--- config.mk ---
export PLATFORM = sky130hd
export DESIGN_NAME = pps_seconds_counter
export DESIGN_NICKNAME = d
export VERILOG_FILES = /design/src/rtl/pps_seconds_counter.sv
export SDC_FILE = /design/constraint.sdc
export NUM_CORES = 1
export LEC_CHECK = 0
export CAP_MARGIN = 20
export CORE_UTILIZATION = 43
export CTS_CLUSTER_DIAMETER = 40
export DETAILED_ROUTE_END_ITERATION = 8
export PLACE_DENSITY_LB_ADDON = 0.3
export SYNTH_ARGS = -nofsm -noshare
export SYNTH_HDL_FRONTEND = slang
export SYNTH_SLANG_ARGS = --single-unit
--- constraint.sdc ---
create_clock -name user_clk -period 4.7 [get_ports user_clk]
set_input_delay 0.47 -clock user_clk [delete_from_list [all_inputs] [get_ports user_clk]]
set_output_delay 0.47 -clock user_clk [all_outputs]
set_load 0.05 [all_outputs]
--- src/rtl/pps_seconds_counter.sv ---
// UTC-seconds counter: synchronises 1PPS, windows it against nominal, flywheels missing pulses, applies presets.
// Pin-to-edge is 3 cycles; outputs update the cycle after a boundary. There is no backpressure (free-running).
module pps_seconds_counter #(
  parameter int unsigned CLK_HZ = 256000000,
  parameter int unsigned TOL    = 1024
) (
  input  logic        user_clk,
  input  logic        user_rst,
  input  logic        pps_in,
  input  logic        arm_load,
  input  logic [31:0] load_value,
  output logic [31:0] seconds,
  output logic [31:0] subsec,
  output logic        pps_pulse,
  output logic        pps_lock,
  output logic [15:0] fault_cnt
);

  localparam logic [31:0] NOM_END = 32'(CLK_HZ - 1);
  localparam logic [31:0] WIN_LO  = 32'(CLK_HZ - 1 - TOL);
  localparam logic [31:0] WIN_HI  = 32'(CLK_HZ - 1 + TOL);

  typedef enum logic [1:0] {
    UNLOCKED = 2'd0,
    LOCKED   = 2'd1,
    FLYWHEEL = 2'd2
  } state_t;

  state_t      state_q, state_d;
  logic        pps_meta_q, pps_sync_q, pps_dly_q, pps_edge_q;
  logic        arm_prev_q, armed_q;
  logic [31:0] seconds_q, subsec_q;
  logic        pulse_q, lock_q;
  logic [15:0] fault_q;
  logic        arm_rise, early, in_win;
  logic        bnd_d, fault_d;

  assign arm_rise = arm_load & ~arm_prev_q;
  assign early    = subsec_q < WIN_LO;
  assign in_win   = !early && (subsec_q <= WIN_HI);

  // A real edge always wins over a synthetic boundary falling in the same cycle.
  always_comb begin
    state_d = state_q;
    bnd_d   = 1'b0;
    fault_d = 1'b0;
    case (state_q)
      UNLOCKED: begin
        if (pps_edge_q) begin
          bnd_d = 1'b1;
          if (in_win) state_d = LOCKED;
        end
      end
      LOCKED: begin
        if (pps_edge_q) begin
          if (in_win) bnd_d = 1'b1;
          else        fault_d = 1'b1;
        end else if (subsec_q == WIN_HI) begin
          bnd_d   = 1'b1;
          fault_d = 1'b1;
          state_d = FLYWHEEL;
        end
      end
      FLYWHEEL: begin
        if (pps_edge_q) begin
          bnd_d = 1'b1;
          if (in_win) begin
            state_d = LOCKED;
          end else begin
            fault_d = 1'b1;
            state_d = UNLOCKED;
          end
        end else if (subsec_q == NOM_END) begin
          bnd_d = 1'b1;
        end
      end
      default: state_d = UNLOCKED;
    endcase
  end

  always_ff @(posedge user_clk) begin
    if (user_rst) begin
      state_q    <= UNLOCKED;
      pps_meta_q <= 1'b0;
      pps_sync_q <= 1'b0;
      pps_dly_q  <= 1'b0;
      pps_edge_q <= 1'b0;
      arm_prev_q <= 1'b0;
      armed_q    <= 1'b0;
      seconds_q  <= '0;
      subsec_q   <= '0;
      pulse_q    <= 1'b0;
      lock_q     <= 1'b0;
      fault_q    <= '0;
    end else begin
      pps_meta_q <= pps_in;
      pps_sync_q <= pps_meta_q;
      pps_dly_q  <= pps_sync_q;
      pps_edge_q <= pps_sync_q & ~pps_dly_q;
      arm_prev_q <= arm_load;
      state_q    <= state_d;
      pulse_q    <= bnd_d;
      lock_q     <= (state_d == LOCKED);
      if (fault_d && (fault_q != 16'hFFFF)) fault_q <= fault_q + 16'd1;
      if (bnd_d) begin
        seconds_q <= (armed_q | arm_rise) ? load_value : seconds_q + 32'd1;
        armed_q   <= 1'b0;
        subsec_q  <= '0;
      end else begin
        armed_q <= armed_q | arm_rise;
        if (subsec_q != 32'hFFFF_FFFF) subsec_q <= subsec_q + 32'd1;
      end
    end
  end

  assign seconds   = seconds_q;
  assign subsec    = subsec_q;
  assign pps_pulse = pulse_q;
  assign pps_lock  = lock_q;
  assign fault_cnt = fault_q;

endmodule

==> results of run 1 <==
## routing by layer
metal	wire length, um	track usage, %
met5	0	0
met3	911	6.60
met4	218	8.12
met1	5570	27.6
met2	6030	36.6
## where the power goes
| group | total (mW) | internal (mW) | switching, mW |
|---|---|---|---|
| combinational | 0.161 | 0.0652 | 0.0956 |
| sequential | 0.782 | 0.771 | 0.0106 |
| clock | 0.577 | 0.308 | 0.269 |
| total | 1.52 | 1.14 | 0.375 |
## cells by family after synthesis
kind of cell / synth area share, %
multiplexers: 0.418
adder cells (fa/ha/maj): 1.83
AO/OA/AOI/OAI: 17.2
AND/OR/NAND/NOR: 30.6
flip-flops: 37.7
XOR/XNOR: 7.87
buffers and inverters: 4.45
## cells in the mapped netlist, types with 3 or more instances
cell / instances / area share [%]
and2_1: 9 / 1.2
o31ai_1: 6 / 0.94
xor2_1: 23 / 4.2
and3_1: 9 / 1.2
a21oi_1: 53 / 5.5
or3_1: 3 / 0.39
nand3_1: 29 / 3.0
inv_1: 15 / 1.2
nor4_1: 11 / 1.4
a31oi_1: 4 / 0.52
nand2_1: 66 / 5.2
clkbuf_1: 25 / 2.0
and4_1: 9 / 1.6
nor3_1: 24 / 2.5
nand2b_1: 5 / 0.65
nor2b_1: 6 / 0.78
buf_2: 5 / 0.52
nor2_1: 64 / 5.0
a31o_2: 4 / 0.73
o21ai_0: 21 / 2.2
dfxtp_1: 90 / 38
xnor2_1: 20 / 3.7
ha_1: 7 / 1.8
a211oi_1: 7 / 1.1
o32ai_1: 12 / 2.2
nand4_1: 31 / 4.1
## registers in the layout (all words and copies together), names as in the netlist
name,cells
seconds,32
subsec,32
fault_cnt,16
state_q,2
arm_prev_q,1
armed_q,1
pps_dly_q,1
pps_edge_q,1
pps_lock,1
pps_meta_q,1
pps_pulse,1
pps_sync_q,1
## stage by stage
stage / power, mW / util (%)
floorplan: 0.896 / -
global placement: 0.954 / 55.5
detailed placement: 0.956 / 55.5
CTS: 1.53 / 57.4
global route: 1.59 / 57.6
finish: 1.52 / 57.6
## cells in the final DEF, fill, tap and decap left out, drive strengths merged, types with 9 or more instances in the layout
master         Yosys  final
inv               15     15
nand3             29     29
xnor2             20     20
nand4             31     31
xor2              23     23
clkbuf            25     11
and3               9      9
nand2             66     66
o32ai             12     12
clkdlybuf4s50      0    116
o21ai             21     21
a21oi             53     53
and2               9      9
nor3              24     24
nor4              13     13
and4               9      9
nor2              64     64
dfxtp             90     90
## final timing paths
check / from / to / slack, ns / cells after the start
setup / recovery: subsec[31]$_SDFFE_PP0P_ / seconds[18]$_SDFFE_PP0P_ / 1.41 / 7
hold / removal: pps_dly_q$_SDFF_PP0_ / pps_edge_q$_SDFF_PP0_ / 0.39 / 1
setup reg to reg: subsec[31]$_SDFFE_PP0P_ / seconds[18]$_SDFFE_PP0P_ / 1.41 / 7
hold reg to reg: pps_dly_q$_SDFF_PP0_ / pps_edge_q$_SDFF_PP0_ / 0.39 / 1
## final cells by class
| type | instances | area [um2] | share of cell area (%) |
|---|---|---|---|
| clock buffer | 11 | 141 | 2.26 |
| clock inverter | 3 | 65.1 | 1.04 |
| inverter | 15 | 56.3 | 0.901 |
| multi-input combinational | 462 | 2780 | 44.5 |
| sequential | 90 | 1800 | 28.8 |
| tap | 140 | 175 | 2.80 |
| timing repair buffer | 123 | 1230 | 19.7 |
==> key figures, run 1 <==
CTS
  • CTS Buf Count: 9
  • H-tree depth: 3
  • TritonCTS clock tree: yes
  • Clk sinks: 90
  • Cts hold-fix bufs: 0
  • Clock slew at reported path FFs: 0.09 ns
  • Root Buffer: clkbuf_8
  • Post-CTS setup buffers: 0
  • Post_cts resized: 0
  • Clk_lat worst skew: 0.36 ns
  • Clock Path Buffers: 2

Setup path
  • Family with the most delay on the worst path: simple AND/OR/NAND/NOR gates
  • Worst Setup End Kind: flip-flop
  • Critical path class: flip-flop to flip-flop
  • Crit path cell chain: nor4_4 > nand4bb_1 > or4_2 > a21oi_1 > or2_1 > o21ai_0 > a31o_2
  • Slowest cell delay on critical path: 0.81 ns
  • Req. time, crit path: 4.96 ns
  • CP Launch Type: flip-flop
  • Max Fanout on Critical Path: 27
  • Slowest cell on the critical path: or2_1
  • Buf+Inv Stages, Crit Path: 0
  • Worst Path Arrival: 3.56 ns

Yosys
  • Syn Std Cell Area: 0.00478 mm2
  • Ys Warns: 0
  • Synthesized area per cell: 7.95 um2
  • Yosys cell types: 58
  • Post-synthesis register bit count: 90
  • Top_reg_cell synth: dfxtp_1
  • Gate Count Post-Synth: 602
  • Syn_nets: 645
  • Number of synthesized flops with an enable pin: 0
  • Sequential element share of the synthesized area: 37.7%
  • Ys async rst share: 0%

Floorplan
  • Std cell rows: 38
  • Initial Util: 44.1%
  • IO Pins: 118
  • Die Wd: 107 um
  • Height of the die: 107 um
  • Core ar.: 0.0108 mm2
  • Die ar.: 0.0116 mm2

Power and ir drop
  • PD cells: 243 mW/mm2
  • Leak: 2.06 nW
  • Peak supply drop: 0.156 mV

STA
  • Tcrit/Tclk final: 70.0%
  • Final Skew: 0.00993 ns
  • # setup viols final: 0
  • Final min period: 3.29 ns
  • Final WS setup: 1.41 ns
  • Max Transition Viols Final: 0
  • Max_slew headroom: 29.9%
  • Unrepaired setup endpoints after global routing: false
  • Worst hold slack: 0.391 ns
  • Worst-margin pin slew: 1.05 ns
  • Setup_tns: 0 ns
  • Max Freq: 304 MHz
  • Fin. Hold Viols: 0

Route
  • Total wire length: 12.7 mm
  • DR vias: 4857
  • Drt drc: 0
  • Vias per cell: 5.75
  • DRT iter0 DRCs: 258
  • Routed len/inst: 15.1 um
  • Number of antenna-violating nets in the routed design: 0
  • DRT Pass-1 Iters: 6

Placed design
  • Place WS: 1.36 ns
  • Hpwl dp: 8.78 mm
  • Gpl congestion: 0.825
  • Post-Place Cells: 829
  • Area after detailed placement: 0.00601 mm2
  • I/O Buffers: 117

Global routing
  • Grt ovf: 0
  • Total track usage: 22.3%
  • Via count of the first global-routing pass: 4438
  • First-pass GRT wire length: 20.8 mm
  • Initial antenna violation count: 0
  • Largest net degree at the start of global routing: 63

Cells and area
  • Final Net Count: 744
  • Diodes inserted: 0
  • Filler cells: 1014
  • Area growth syn-to-layout: 30.6%
  • Finished Layout Cells: 844
  • Design area: 0.00625 mm2
  • Share of layout cells above drive strength 1: 5.26%

Job
  • Max Cap Violations: 0

Outcome
  • Run status: complete, no violations

Worst hold path
  • Hold Path Class: flip-flop to flip-flop
No activity file was read; power rests on OpenSTA's default activity.
==> run 2, diff against run 1 <==
==> constraint.sdc (replaced) <==
create_clock -name user_clk -period 2.9 [get_ports user_clk]
set_input_delay 0.29 -clock user_clk [delete_from_list [all_inputs] [get_ports user_clk]]
set_output_delay 0.29 -clock user_clk [all_outputs]
set_load 0.05 [all_outputs]
==> run 2 against run 1 <==
Cell area grew 1.4%. Clock power grew 57%. Die area is the same. First-iteration DRC count grew 1.6%. Critical path type unchanged.
==> key figures, run 2 (same netlist as run 1, synthesis figures left out) <==
CTS
  • CTS Buf Count: 9 (unchanged)
  • Clk_lat worst skew: 0.36 ns (about the same)
  • Cts hold-fix bufs: 0 (unchanged)
  • Clock Path Buffers: 2 (unchanged)
  • Root Buffer: clkbuf_8
  • Clock slew at reported path FFs: 0.09 ns (about the same)
  • Clk sinks: 90 (unchanged)
  • H-tree depth: 3 (unchanged)
  • TritonCTS clock tree: yes

Floorplan
  • Std cell rows: 38 (unchanged)
  • Die ar.: 0.0116 mm2 (unchanged)
  • Height of the die: 107 um (unchanged)
  • Initial Util: 44.1% (unchanged)
  • Core ar.: 0.0108 mm2 (unchanged)
  • Die Wd: 107 um (unchanged)
  • IO Pins: 118 (unchanged)

Setup path
  • Worst Path Arrival: 2.91 ns (-0.65 ns)
  • Max Fanout on Critical Path: 9 (-67%)
  • Slowest cell on the critical path: or4_4
  • Crit path from: subsec[18]$_SDFFE_PP0P_
  • Worst reg-to-reg path cell count: 7 (unchanged)
  • Family with the most delay on the worst path: simple AND/OR/NAND/NOR gates
  • Req. time, crit path: 3.13 ns (-1.83 ns)
  • Buf+Inv Stages, Crit Path: 0 (unchanged)
  • CP Launch Type: flip-flop
  • Worst reg2reg setup slack: 0.22 ns (-1.19 ns)
  • Slowest cell delay on critical path: 0.57 ns (-0.24 ns)
  • RR Endpoint: fault_cnt[14]$_SDFFE_PP0P_
  • Worst Setup End Kind: flip-flop
  • Crit path cell chain: nor4_2 > nand4bb_1 > or4_4 > a2111o_1 > nor3b_1 > xnor2_1 > nor2_1
  • Critical path class: flip-flop to flip-flop
  • R2r startpoint: subsec[18]$_SDFFE_PP0P_

STA
  • # setup viols final: 0 (unchanged)
  • Final Skew: 0.0106 ns (+0.000689 ns)
  • Final WS setup: 0.216 ns (-1.19 ns)
  • Max_slew headroom: 43.0% (+13 points)
  • Max Freq: 373 MHz (+23%)
  • Setup_tns: 0 ns (unchanged)
  • Worst-margin pin slew: 0.851 ns (-0.200 ns)
  • Unrepaired setup endpoints after global routing: false
  • Tcrit/Tclk final: 92.6% (+23 points)
  • Final min period: 2.68 ns (-0.607 ns)
  • Fin. Hold Viols: 0 (unchanged)
  • Max Transition Viols Final: 0 (unchanged)

Route
  • DR vias: 4874 (+0.35%)
  • Drt drc: 0 (unchanged)
  • Number of antenna-violating nets in the routed design: 0 (unchanged)
  • Total wire length: 12.8 mm (+0.44%)
  • DRT iter0 DRCs: 262 (+1.6%)
  • DRT Pass-1 Iters: 5 (-1)
  • Vias per cell: 5.70 (-0.94%)
  • Routed len/inst: 15.0 um (-0.85%)

Placed design
  • I/O Buffers: 117 (unchanged)
  • Gpl congestion: 0.859 (+4.1%)
  • Hpwl dp: 9.02 mm (+2.7%)
  • Post-Place Cells: 839 (+1.2%)
  • Place WS: 0.205 ns (-1.15 ns)

Power and ir drop
  • Peak supply drop: 0.227 mV (+45%)
  • Leak: 2.11 nW (+2.2%)
  • PD cells: 384 mW/mm2 (+58%)

Cells and area
  • Final Net Count: 753 (+1.2%)
  • Finished Layout Cells: 855 (+1.3%)
  • Most common cell after layout, fill and taps aside: clkdlybuf4s50_1
  • Share of layout cells above drive strength 1: 6.85% (+1.6 points)
  • Area growth syn-to-layout: 32.4%
  • Diodes inserted: 0 (unchanged)
  • Commonest cells after routing, fill and taps aside: 116 x clkdlybuf4s50_1, 90 x dfxtp_1, 66 x nand2_1

Global routing
  • Grt ovf: 0 (unchanged)
  • Total track usage: 22.5% (+0.21 points)
  • Largest net degree at the start of global routing: 43 (-32%)
  • Via count of the first global-routing pass: 4369 (-1.6%)
  • First-pass GRT wire length: 20.9 mm (+0.66%)
  • Initial antenna violation count: 0 (unchanged)

Worst hold path
  • Hold Path Stages: 1 (unchanged)
  • Hold Path Class: flip-flop to flip-flop
  • WHS Endpoint: pps_edge_q$_SDFF_PP0_
  • HP Start: pps_dly_q$_SDFF_PP0_

Outcome
  • Run status: complete, no violations

Job
  • Max Cap Violations: 0 (unchanged)
==> run 2: how the worst max path moves through the flow <==
| stage | to | cells past startpoint | slack [ns] |
|---|---|---|---|
| 4_1_cts | fault_cnt[14]$_SDFFE_PP0P_ | 7 | 0.13 |
| 2_1_floorplan | fault_cnt[2]$_SDFFE_PP0P_ | 7 | 0.09 |
| 6_report | fault_cnt[14]$_SDFFE_PP0P_ | 7 | 0.22 |
| 3_5_place_dp | fault_cnt[14]$_SDFFE_PP0P_ | 7 | 0.21 |
| 3_3_place_gp | fault_cnt[14]$_SDFFE_PP0P_ | 7 | 0.28 |
| 5_1_grt | seconds[18]$_SDFFE_PP0P_ | 8 | 0.03 |
==> run 2: worst register-to-register path, stage by stage (launching register included) <==
cell       delay [ns]
dfxtp_1          0.39
nor4_2           0.35
nand4bb_1        0.19
or4_4            0.57
a2111o_1         0.56
nor3b_1          0.27
xnor2_1          0.16
nor2_1           0.07
==> run 2: layer usage <==
metal,global-route usage [%],up-vias,part of all wire (%)
met4,8.12,0,1.8
met5,0,-,0
met2,36.9,156,47
li1,-,2398,-
met1,29.6,2304,45
met3,4.06,16,6.3
==> run 2: timing repair <==
action                     CTS  global route
setup buffers                0             0
gates resized for setup      0             2
setup endpoints to repair    0             2
==> run 2: final cells by class <==
class                           instances  area [um2]
Clock inverter                          4        50.0
Sequential cell                        90        1800
Inverter                               15        56.3
Multi-Input combinational cell        462        2790
Timing Repair Buffer                  132        1300
Tap cell                              140         175
Fill cell                            1009        4510
Clock buffer                           12         155
==> run 2: power by group <==
part,internal [mW],switching [mW]
clock,0.445,0.459
combinational,0.107,0.155
sequential,1.25,0.0172
==> run 2: metrics by stage <==
stage | hold slack [ns] | util [%] | power (mW) | instance area (um2)
3_5_place_dp | 0.375 | 56.4 | 1.56 | 6110
3_3_place_gp | 0.372 | 56.4 | 1.55 | 6110
5_1_grt | 0.423 | 58.4 | 2.53 | 6330
4_1_cts | 0.388 | 58.3 | 2.45 | 6320
2_1_floorplan | 0.367 | - | 1.45 | 4780
6_report | 0.388 | 58.4 | 2.43 | 6330
==> run 3, diff against run 2 <==
--- a/config.mk
+++ b/config.mk
@@ -6,7 +6,7 @@
 export NUM_CORES = 1
 export LEC_CHECK = 0
 export CAP_MARGIN = 20
-export CORE_UTILIZATION = 43
+export CORE_UTILIZATION = 50
 export CTS_CLUSTER_DIAMETER = 40
 export DETAILED_ROUTE_END_ITERATION = 8
 export PLACE_DENSITY_LB_ADDON = 0.3
==> constraint.sdc (replaced) <==
create_clock -name user_clk -period 2.89 [get_ports user_clk]
set_input_delay 0.289 -clock user_clk [delete_from_list [all_inputs] [get_ports user_clk]]
set_output_delay 0.289 -clock user_clk [all_outputs]
set_load 0.05 [all_outputs]
==> run 3 against run 2 <==
Worst setup slack lost 0.086 ns. First-iteration DRC count grew 48%. Critical path depth grew 1. Cell count shrank 1.5%. Global-route usage grew 2.9 points. Largest cell class unchanged. Non-clock buffer count shrank 1. Critical endpoint is now seconds[0]$_SDFFE_PP0P_.
==> key figures, run 3 (same netlist as run 1, synthesis figures left out) <==
Power and ir drop
  • Clock share of power: 35.5% (-1.6 points)
  • Int Power: 1.76 mW (-2.3%)
  • Part of the power in registers: 53.3% (+1.2 points)
  • Peak supply drop: 0.212 mV (-6.7%)
  • Logic pwr share: 11.2% (+0.4 points)
  • Switch Pwr: 0.625 mW (-1.0%)
  • PD cells: 381 mW/mm2 (-0.90%)
  • Sw frac: 26.2% (+0.25 points)
  • Leak: 2.08 nW (-1.3%)

Setup path
  • Worst Setup End Kind: flip-flop
  • Max Fanout on Critical Path: 18 (+9)
  • CP Launch Type: flip-flop
  • RR Endpoint: seconds[0]$_SDFFE_PP0P_
  • Req. time, crit path: 3.15 ns (+0.02 ns)
  • Worst reg-to-reg path cell count: 8 (+1)
  • Crit path from: subsec[18]$_SDFFE_PP0P_
  • Worst Path Arrival: 3.02 ns (+0.11 ns)
  • Slowest cell delay on critical path: 0.56 ns (about the same)
  • Critical path class: flip-flop to flip-flop
  • R2r startpoint: subsec[18]$_SDFFE_PP0P_
  • Worst reg2reg setup slack: 0.13 ns (-0.09 ns)
  • Slowest cell on the critical path: or4_1
  • Critical path capture point: seconds[0]$_SDFFE_PP0P_
  • Crit path cell chain: or4_1 > nor4_2 > o2111ai_1 > a211oi_1 > or2_1 > buf_4 > a21oi_1 > a311oi_1

STA
  • Final Skew: 0.0144 ns (+0.00379 ns)
  • Worst-margin pin slew: 0.869 ns (+0.0179 ns)
  • Final WS setup: 0.130 ns (-0.0856 ns)
  • Final min period: 2.76 ns (+0.0756 ns)
  • Unrepaired setup endpoints after global routing: false
  • Max Freq: 362 MHz (-2.7%)
  • # setup viols final: 0 (unchanged)
  • Tcrit/Tclk final: 95.5% (+2.9 points)
  • Max Transition Viols Final: 0 (unchanged)
  • Fin. Hold Viols: 0 (unchanged)
  • Setup_tns: 0 ns (unchanged)
  • Worst hold slack: 0.397 ns (+0.00986 ns)
  • Max_slew headroom: 41.8% (-1.2 points)

Cells and area
  • Area growth syn-to-layout: 31.0%
  • Commonest cells after routing, fill and taps aside: 116 x clkdlybuf4s50_1, 90 x dfxtp_1, 66 x nand2_1
  • Most common cell after layout, fill and taps aside: clkdlybuf4s50_1
  • Final Util: 67.8% (+9.4 points)
  • Finished Layout Cells: 842 (-1.5%)
  • Share of layout cells above drive strength 1: 6.31% (-0.54 points)
  • Diodes inserted: 0 (unchanged)
  • Final Net Count: 752 (-0.13%)

CTS
  • H-tree depth: 3 (unchanged)
  • Post_cts resized: 0 (unchanged)
  • CTS Buf Count: 9 (unchanged)
  • Clock slew at reported path FFs: 0.09 ns (about the same)
  • TritonCTS clock tree: yes
  • Root Buffer: clkbuf_8
  • Clock Path Buffers: 2 (unchanged)
  • Post-CTS setup buffers: 0 (unchanged)
  • Clk_lat worst skew: 0.36 ns (about the same)
  • Clk sinks: 90 (unchanged)
  • Cts hold-fix bufs: 0 (unchanged)

Placed design
  • Hpwl dp: 9.05 mm (+0.28%)
  • Gpl congestion: 0.913 (+6.3%)
  • Post-Place Cells: 827 (-1.4%)
  • Place WS: 0.211 ns (+0.00615 ns)
  • I/O Buffers: 117 (unchanged)

Route
  • Routed len/inst: 15.2 um (+1.8%)
  • DRT iter0 DRCs: 387 (+48%)
  • Number of antenna-violating nets in the routed design: 0 (unchanged)
  • DR vias: 4922 (+0.98%)
  • Total wire length: 12.8 mm (+0.27%)
  • Drt drc: 0 (unchanged)
  • Vias per cell: 5.85 (+2.5%)
  • DRT Pass-1 Iters: 5 (unchanged)

Floorplan
  • Core ar.: 0.00924 mm2 (-15%)
  • Die ar.: 0.00996 mm2 (-14%)
  • Die Wd: 99.8 um (-7.1%)
  • Height of the die: 99.8 um (-7.1%)
  • IO Pins: 118 (unchanged)
  • Std cell rows: 35 (-7.9%)
  • Initial Util: 51.8% (+7.6 points)

Global routing
  • First-pass GRT wire length: 20.7 mm (-1.1%)
  • Via count of the first global-routing pass: 4580 (+4.8%)
  • Initial antenna violation count: 0 (unchanged)
  • Largest net degree at the start of global routing: 58 (+35%)
  • Total track usage: 25.4% (+2.9 points)
  • Grt ovf: 0 (unchanged)

Outcome
  • Run status: complete, no violations

Worst hold path
  • Hold Path Class: flip-flop to flip-flop

Job
  • Max Cap Violations: 0 (unchanged)
## run 3: power by group through the flow
stage / sequential [mW] / clock (mW) / combinational, mW
3_5_place_dp: 1.30 / 0 / 0.265
6_report: 1.27 / 0.846 / 0.267
4_1_cts: 1.27 / 0.857 / 0.266
2_1_floorplan: 1.34 / 0 / 0.119
5_1_grt: 1.28 / 0.906 / 0.288
3_3_place_gp: 1.30 / 0 / 0.258
## run 3: per-layer routing
metal	GRT usage [%]	wire length [um]	vias up
li1	-	-	2387
met1	32.4	5600	2314
met2	42.4	6240	201
met3	4.18	757	20
met4	11.4	225	0
met5	0	0	-
## run 3: worst min path at each step
stage,from,to,slack [ns],cells past startpoint
global placement,pps_dly_q$_SDFF_PP0_,pps_edge_q$_SDFF_PP0_,0.37,1
detailed placement,pps_dly_q$_SDFF_PP0_,pps_edge_q$_SDFF_PP0_,0.39,1
floorplan,pps_dly_q$_SDFF_PP0_,pps_edge_q$_SDFF_PP0_,0.37,1
CTS,pps_dly_q$_SDFF_PP0_,pps_edge_q$_SDFF_PP0_,0.40,1
global route,pps_dly_q$_SDFF_PP0_,pps_edge_q$_SDFF_PP0_,0.43,1
finish,pps_dly_q$_SDFF_PP0_,pps_edge_q$_SDFF_PP0_,0.40,1
## run 3: cell type report
class	instances	area, um2
Clock inverter	4	53.8
Multi-Input combinational cell	462	2780
Tap cell	129	161
Timing Repair Buffer	131	1280
Clock buffer	11	131
Inverter	15	56.3
Sequential cell	90	1800
Fill cell	791	2970
## run 3: worst max-delay path: cells and delay by family (launching register included)
kind                   cells  cell delay [ns]
and+or+nand+nor            3             1.14
AOI/OAI and AO/OA          4             0.91
DFF                        1             0.38
buffers and inverters      1             0.23
## run 3: metrics by stage
step / instance area [um2] / power, mW
finish: 6270 / 2.39
global route: 6270 / 2.47
CTS: 6270 / 2.39
detailed placement: 6080 / 1.57
global placement: 6080 / 1.56
floorplan: 4780 / 1.46
